$ cat src/rtl/mult_stream_buffer_pkg.sv
// ============================================================================
// mult_stream_pkg : shared widths and helpers for the multiplier stream buffer
// Rev 1.0
// ============================================================================
`default_nettype none

package mult_stream_pkg;

  localparam int DEF_IN_W = 8;
  localparam int DATA_W   = 2 * DEF_IN_W;

  function automatic int ptr_w(input int depth);
    return $clog2(depth);
  endfunction

  // Occupancy needs one extra bit so that a full FIFO is distinguishable from empty.
  function automatic int cnt_w(input int depth);
    return $clog2(depth) + 1;
  endfunction

  function automatic logic ext_fill(input logic msb, input bit is_signed);
    return msb & is_signed;
  endfunction

endpackage

`default_nettype wire

$ cat src/rtl/mult_stream_buffer_if.sv
// ============================================================================
// mult_stream_buffer_if : producer/consumer bus of the multiplier stream buffer
// Rev 1.0
// ============================================================================
`default_nettype none

interface mult_stream_buffer_if
  import mult_stream_pkg::*;
#(
  parameter int IN_W      = 8,
  parameter int DEPTH_IN  = 16,
  parameter int DEPTH_OUT = 16
);

  logic                           wr;
  logic [2*IN_W-1:0]              din;
  logic                           stop;
  logic                           rd;
  logic [2*IN_W-1:0]              dout;
  logic                           valid;
  logic                           empty;
  logic                           first_full;
  logic                           second_full;
  logic [cnt_w(DEPTH_IN)-1:0]     in_count;
  logic [cnt_w(DEPTH_OUT)-1:0]    out_count;
  logic                           ovf;
  logic                           unf;

  modport master (
    output wr, din, stop, rd,
    input  dout, valid, empty, first_full, second_full,
           in_count, out_count, ovf, unf
  );

  modport slave (
    input  wr, din, stop, rd,
    output dout, valid, empty, first_full, second_full,
           in_count, out_count, ovf, unf
  );

endinterface

`default_nettype wire

$ cat src/rtl/mult_stream_buffer_fifo.sv
// ============================================================================
// sync_fifo : single-clock FIFO with first-word-fall-through head and count
// Rev 1.0
// ============================================================================
`default_nettype none

module sync_fifo
  import mult_stream_pkg::*;
#(
  parameter int WIDTH = 16,
  parameter int DEPTH = 16
)
(
  input  logic                    clk,
  input  logic                    rst,
  input  logic                    push,
  input  logic [WIDTH-1:0]        push_data,
  input  logic                    pop,
  output logic [WIDTH-1:0]        head,
  output logic [cnt_w(DEPTH)-1:0] count,
  output logic                    full,
  output logic                    empty
);

  localparam int c_ptr_w = ptr_w(DEPTH);
  localparam int c_cnt_w = cnt_w(DEPTH);

  logic [WIDTH-1:0]   r_mem [DEPTH];
  logic [c_ptr_w-1:0] r_wr_ptr;
  logic [c_ptr_w-1:0] r_rd_ptr;
  logic [c_cnt_w-1:0] r_count;
  logic               w_push_ok;
  logic               w_pop_ok;

  assign full      = (r_count == c_cnt_w'(DEPTH));
  assign empty     = (r_count == '0);
  // A push while full is refused even if a pop happens in the same cycle.
  assign w_push_ok = push && !full;
  assign w_pop_ok  = pop && !empty;

  always_ff @(posedge clk) begin
    if (rst) begin
      r_wr_ptr <= '0;
      r_rd_ptr <= '0;
      r_count  <= '0;
    end else begin
      if (w_push_ok) r_wr_ptr <= r_wr_ptr + c_ptr_w'(1);
      if (w_pop_ok)  r_rd_ptr <= r_rd_ptr + c_ptr_w'(1);
      r_count <= r_count + c_cnt_w'(w_push_ok) - c_cnt_w'(w_pop_ok);
    end
  end

  always_ff @(posedge clk) begin
    if (w_push_ok) r_mem[r_wr_ptr] <= push_data;
  end

  assign head  = r_mem[r_rd_ptr];
  assign count = r_count;

endmodule

`default_nettype wire

$ cat src/rtl/mult_stream_buffer.sv
// ============================================================================
// mult_stream_buffer : input FIFO -> pipelined multiplier -> output FIFO
// Rev 1.0
// ============================================================================
`default_nettype none

module mult_stream_buffer
  import mult_stream_pkg::*;
#(
  parameter int IN_W      = 8,
  parameter int DEPTH_IN  = 16,
  parameter int DEPTH_OUT = 16,
  parameter int MULT_LAT  = 2,
  parameter int SIGNED    = 0
)
(
  input  logic                 clk,
  input  logic                 rst,
  mult_stream_buffer_if.slave  bus
);

  localparam int c_data_w = 2 * IN_W;

  logic [c_data_w-1:0]         w_in_head;
  logic [cnt_w(DEPTH_IN)-1:0]  w_in_count;
  logic                        w_in_full;
  logic                        w_in_empty;
  logic [c_data_w-1:0]         w_out_head;
  logic [cnt_w(DEPTH_OUT)-1:0] w_out_count;
  logic                        w_out_full;
  logic                        w_out_empty;

  logic [IN_W-1:0]             w_op_a;
  logic [IN_W-1:0]             w_op_b;
  logic [c_data_w-1:0]         w_a_ext;
  logic [c_data_w-1:0]         w_b_ext;
  logic [c_data_w-1:0]         w_prod;
  logic [31:0]                 w_used;
  logic                        w_issue;

  logic [c_data_w-1:0]         r_stage_data [MULT_LAT];
  logic [MULT_LAT-1:0]         r_stage_vld;
  logic [c_data_w-1:0]         r_dout;
  logic                        r_valid;
  logic                        r_ovf;
  logic                        r_unf;

  sync_fifo #(.WIDTH(c_data_w), .DEPTH(DEPTH_IN)) u_in_fifo (
    .clk       (clk),
    .rst       (rst),
    .push      (bus.wr),
    .push_data (bus.din),
    .pop       (w_issue),
    .head      (w_in_head),
    .count     (w_in_count),
    .full      (w_in_full),
    .empty     (w_in_empty)
  );

  assign w_op_a  = w_in_head[c_data_w-1:IN_W];
  assign w_op_b  = w_in_head[IN_W-1:0];
  // Extending both operands to full product width lets one modular multiply cover both modes.
  assign w_a_ext = {{IN_W{ext_fill(w_op_a[IN_W-1], SIGNED != 0)}}, w_op_a};
  assign w_b_ext = {{IN_W{ext_fill(w_op_b[IN_W-1], SIGNED != 0)}}, w_op_b};
  assign w_prod  = w_a_ext * w_b_ext;

  // Credit: every stored or in-flight product owns an output slot; the exiting stage still counts.
  always_comb begin
    w_used = 32'(w_out_count);
    for (int i = 0; i < MULT_LAT; i++) begin
      w_used = w_used + 32'(r_stage_vld[i]);
    end
    w_issue = !w_in_empty && !bus.stop && (w_used < 32'(DEPTH_OUT));
  end

  always_ff @(posedge clk) begin
    if (rst) begin
      r_stage_vld <= '0;
    end else begin
      r_stage_vld[0] <= w_issue;
      for (int i = 1; i < MULT_LAT; i++) begin
        r_stage_vld[i] <= r_stage_vld[i-1];
      end
    end
  end

  always_ff @(posedge clk) begin
    r_stage_data[0] <= w_prod;
    for (int i = 1; i < MULT_LAT; i++) begin
      r_stage_data[i] <= r_stage_data[i-1];
    end
  end

  sync_fifo #(.WIDTH(c_data_w), .DEPTH(DEPTH_OUT)) u_out_fifo (
    .clk       (clk),
    .rst       (rst),
    .push      (r_stage_vld[MULT_LAT-1]),
    .push_data (r_stage_data[MULT_LAT-1]),
    .pop       (bus.rd),
    .head      (w_out_head),
    .count     (w_out_count),
    .full      (w_out_full),
    .empty     (w_out_empty)
  );

  always_ff @(posedge clk) begin
    if (rst) begin
      r_dout  <= '0;
      r_valid <= 1'b0;
      r_ovf   <= 1'b0;
      r_unf   <= 1'b0;
    end else begin
      r_valid <= bus.rd && !w_out_empty;
      if (bus.rd && !w_out_empty) r_dout <= w_out_head;
      if (bus.wr && w_in_full)    r_ovf  <= 1'b1;
      if (bus.rd && w_out_empty)  r_unf  <= 1'b1;
    end
  end

  assign bus.dout        = r_dout;
  assign bus.valid       = r_valid;
  assign bus.empty       = w_out_empty;
  assign bus.first_full  = w_in_full;
  assign bus.second_full = w_out_full;
  assign bus.in_count    = w_in_count;
  assign bus.out_count   = w_out_count;
  assign bus.ovf         = r_ovf;
  assign bus.unf         = r_unf;

endmodule

`default_nettype wire
$ cat src/flat_wrapper.sv
// flat-port wrapper written by rule: the top's interface ports become plain ports
module mult_stream_buffer_flat import mult_stream_pkg::*;
#(
  parameter int IN_W      = 8,
  parameter int DEPTH_IN  = 16,
  parameter int DEPTH_OUT = 16,
  parameter int MULT_LAT  = 2,
  parameter int SIGNED    = 0
)
  (clk, rst, bus_wr, bus_din, bus_stop, bus_rd, bus_dout, bus_valid, bus_empty, bus_first_full, bus_second_full, bus_in_count, bus_out_count, bus_ovf, bus_unf);
  mult_stream_buffer_if #(.IN_W(IN_W), .DEPTH_IN(DEPTH_IN), .DEPTH_OUT(DEPTH_OUT)) bus_i ();
  input  logic clk;
  input  logic rst;
  input wire logic [$bits(bus_i.wr)-1:0] bus_wr;
  input wire logic [$bits(bus_i.din)-1:0] bus_din;
  input wire logic [$bits(bus_i.stop)-1:0] bus_stop;
  input wire logic [$bits(bus_i.rd)-1:0] bus_rd;
  output wire logic [$bits(bus_i.dout)-1:0] bus_dout;
  output wire logic [$bits(bus_i.valid)-1:0] bus_valid;
  output wire logic [$bits(bus_i.empty)-1:0] bus_empty;
  output wire logic [$bits(bus_i.first_full)-1:0] bus_first_full;
  output wire logic [$bits(bus_i.second_full)-1:0] bus_second_full;
  output wire logic [$bits(bus_i.in_count)-1:0] bus_in_count;
  output wire logic [$bits(bus_i.out_count)-1:0] bus_out_count;
  output wire logic [$bits(bus_i.ovf)-1:0] bus_ovf;
  output wire logic [$bits(bus_i.unf)-1:0] bus_unf;
  assign bus_i.wr = bus_wr;
  assign bus_i.din = bus_din;
  assign bus_i.stop = bus_stop;
  assign bus_i.rd = bus_rd;
  assign bus_dout = bus_i.dout;
  assign bus_valid = bus_i.valid;
  assign bus_empty = bus_i.empty;
  assign bus_first_full = bus_i.first_full;
  assign bus_second_full = bus_i.second_full;
  assign bus_in_count = bus_i.in_count;
  assign bus_out_count = bus_i.out_count;
  assign bus_ovf = bus_i.ovf;
  assign bus_unf = bus_i.unf;
  mult_stream_buffer #(.IN_W(IN_W), .DEPTH_IN(DEPTH_IN), .DEPTH_OUT(DEPTH_OUT), .MULT_LAT(MULT_LAT), .SIGNED(SIGNED)) u_core (.clk(clk), .rst(rst), .bus(bus_i));
endmodule
$ cat config.mk
export PLATFORM = sky130hd
export DESIGN_NAME = mult_stream_buffer_flat
export DESIGN_NICKNAME = d
export VERILOG_FILES = /design/src/rtl/mult_stream_buffer_pkg.sv /design/src/rtl/mult_stream_buffer_if.sv /design/src/rtl/mult_stream_buffer_fifo.sv /design/src/rtl/mult_stream_buffer.sv /design/src/flat_wrapper.sv
export SDC_FILE = /design/constraint.sdc
export NUM_CORES = 1
export LEC_CHECK = 0
export BUFFER_PORTS_ARGS = -buffer_cell sky130_fd_sc_hd__buf_4
export CAP_MARGIN = 10
export CELL_PAD_IN_SITES_DETAIL_PLACEMENT = 1
export CELL_PAD_IN_SITES_GLOBAL_PLACEMENT = 1
export CORE_MARGIN = 2
export CORE_UTILIZATION = 35
export CTS_CLUSTER_DIAMETER = 30
export CTS_CLUSTER_SIZE = 28
export DETAILED_ROUTE_END_ITERATION = 16
export PLACE_DENSITY = 0.62
export SLEW_MARGIN = 20
export SYNTH_ARGS = -nofsm -noshare
export SYNTH_HDL_FRONTEND = slang
export SYNTH_SLANG_ARGS = --single-unit
$ cat constraint.sdc
create_clock -name clk -period 6.1 [get_ports clk]
set_input_delay 0.61 -clock clk [delete_from_list [all_inputs] [get_ports clk]]
set_output_delay 0.61 -clock clk [all_outputs]
set_load 0.02 [all_outputs]
==> flow_metrics.tcl <==
set metrics [dict create \
    synthCells 1318 \
    io_pins 53 \
    die-area_um2 72800 \
    dpl.hpwl_um 33100 \
    cts_tree "done" \
    clock_path_buffers 3 \
    status "finished clean" \
    synth_edf_count 512 \
    fin_crit_sh_pct 95.8 \
    synth_seq_cells 595 \
    drc 0 \
    crit_path_start_kind "register" \
    wl_per_cell_um 22.0 \
    core-area_um2 70000 \
    place.port_buffers 52 \
    first_iter_violations 691 \
    nNetsFinal 1617 \
    setup-violations-final 0 \
    worstHoldPathType "in -> reg" \
    rows 97 \
    ys_seq_area_share_pct 68.9 \
    cp.arrival_ns 6.35 \
    power_mw 19.2 \
    first_pass_iters 5 \
    syn_area_per_cell_um2 18.8 \
    ys.flop_type "edfxtp_1" \
    fp.dieH_um 270 \
    die_width_um 270 \
    yosysUniqueCellTypes 49 \
    async_flop_share_pct 0 \
    path_class "reg -> reg" \
    start_util_pct 35.3 \
    crit_required_ns 6.60 \
    area_delta_synth_final_pct 23.3 \
    fin_cells 2534 \
    synth_area_um2 24700 \
    clock_latency_ns 0.68 \
    slew_headroom_pct 30.8 \
    finalHoldViolCount 0 \
    num_vias 12500 \
    track_usage_pct 15.5 \
    hold_start "bus_rd" \
    cp_max_fo 15 \
    ys_warn_count 0 \
    cts_made_buffers 111 \
    layout_common_cells "512 x edfxtp_1, 115 x buf_4, 111 x clkbuf_16, 103 x mux4_2, 89 x nor2_1" \
    drt_wl_total_um 55700 \
    min_period_ns 5.84 \
    drtAntennaViolNets 0 \
    p_leak_nw 10.6 \
    drive_gt1_share_pct 28.4 \
    cts_root_buf "clkbuf_16" \
    antenna_found_initial 1 \
    cts_num_sinks 595 \
    num-fill-cells 6672 \
    htree_levels 3 \
    rsz0062_at_grt "false" \
    syn_nets 1440 \
    grt.overflow.total 0 \
    viasPerCell 4.94 \
    layout_commonest_cell "edfxtp_1" \
    gp_congestion 0.727 \
    post-route-util_pct 43.5 \
    dp_cells 2317 \
    skew_ns 0.0781 \
    crit_path_end_kind "register" \
    vdd_drop_max_v 0.000716 \
    first_global_vias 14100 \
    fmax_ghz 0.171 \
    fin_tns_setup_ns 0 \
    worst_pin_slew_ns 1.04 \
    clk_pin_slew_ns 0.05 \
    grt_max_degree 67 \
    drv_slew 0 \
    cap_violations 0 \
    p_per_area_nw_per_um2 628 \
    grt_pass1_wl_um 86000 \
]
area by class of cell:
type	instances	area (µm²)	area share (%)
antenna	1	2.50	0.00821
tap	940	1180	3.86
clock inverter	81	932	3.06
sequential	595	17000	55.9
clock buffer	130	2900	9.51
multi-input combinational	594	7200	23.6
inverter	74	278	0.911
timing repair buffer	119	943	3.09
critical path, stage by stage, from the launching register on:
cell and delay, ns:
dfxtp_4 0.46, buf_12 0.21, mux4_1 0.59, a22o_1 0.27
a221oi_4 0.40, nor2_1 0.12, fa_1 0.55, fa_1 0.45
fa_1 0.55, inv_1 0.06, fa_1 0.53, inv_1 0.04
ha_1 0.36, a21oi_1 0.18, o21ai_0 0.12, a31oi_2 0.24
o221ai_1 0.17, a2111oi_0 0.38
where the power goes:
group | total (mW) | internal, mW | switching [mW]
combinational | 7.66 | 3.34 | 4.32
clock | 6.05 | 3.93 | 2.12
sequential | 5.44 | 5.03 | 0.415
total | 19.2 | 12.3 | 6.85
cells by family after synthesis:
group / Yosys count / share of synthesized area [%]
AND/OR/NAND/NOR: 207 / 4.10
AO/OA/AOI/OAI: 95 / 3.98
buffers and inverters: 129 / 2.32
adder cells (fa/ha/maj): 101 / 6.26
flip-flops: 595 / 68.9
multiplexers: 164 / 13.5
XOR/XNOR: 27 / 0.956
final timing paths:
check / endpoint / cells after the start / slack (ns)
worst max-delay path: u_core.r_stage_data[0][15] / 17 / 0.26
worst max register to register: u_core.r_stage_data[0][15] / 17 / 0.26
worst min register to register: u_core.r_stage_data[0][18] / 0 / 0.32
worst min-delay path: u_core.bus.unf / 3 / 0.21
cells in the mapped netlist, types with 5 or more instances:
cell,n,area [µm²]
a21o_1,5,37.5
a21oi_1,22,110
a221oi_4,16,420
a22o_1,16,140
and3_1,5,31.3
buf_1,8,30.0
buf_2,9,45.0
clkbuf_1,29,109
dfxtp_1,83,1660
edfxtp_1,512,15400
fa_1,38,761
ha_1,63,788
inv_1,73,274
mux2i_1,36,360
mux4_1,25,657
mux4_2,103,2320
nand2_1,20,75.1
nand2b_1,7,43.8
nand3_1,5,25.0
nand3b_1,17,128
nor2_1,101,379
nor2b_1,8,50.1
nor3_1,12,60.1
o21ai_0,7,35.0
o221ai_1,17,149
or2_1,17,106
xnor2_1,11,96.3
xor2_1,16,140
registers in the layout, indices dropped and copies added, names as in the netlist, named ones only:
signal / flops
u_core.u_in_fifo.r_mem: 256
u_core.u_out_fifo.r_mem: 256
u_core.r_stage_data: 32
u_core.bus.dout: 16
u_core.u_in_fifo.count: 5
u_core.u_out_fifo.count: 5
u_core.u_in_fifo.r_rd_ptr: 4
u_core.u_in_fifo.r_wr_ptr: 4
u_core.u_out_fifo.r_rd_ptr: 4
u_core.u_out_fifo.r_wr_ptr: 4
u_core.r_stage_vld: 2
u_core.bus.ovf: 1
u_core.bus.unf: 1
u_core.bus.valid: 1
layer usage:
metal  vias to the layer above  wire (µm)  GRT usage, %
met5                         -          0             0
met4                         0       1270          5.09
met3                        98       2480          3.33
met2                       249      28300          26.6
met1                      6610      23700          19.5
li1                       5572          -             -
timing repair:
action | 4_1_cts | 5_1_grt
resized for setup | 0 | 1
setup endpoints to repair | 0 | 2
buffers inserted | 0 | 5
hold buffers | 0 | 0
per-stage QoR:
step / hold WS, ns / setup WS, ns / area (µm²)
after global placement: 0.314 / 0.244 / 26600
after CTS: 0.175 / 0.0552 / 30400
after detailed placement: 0.313 / 0.0998 / 26600
after global routing: 0.205 / 0.0220 / 30500
after floorplan: 0.310 / 0.682 / 24700
final: 0.213 / 0.256 / 30500
No activity file was read; power rests on OpenSTA's default activity.
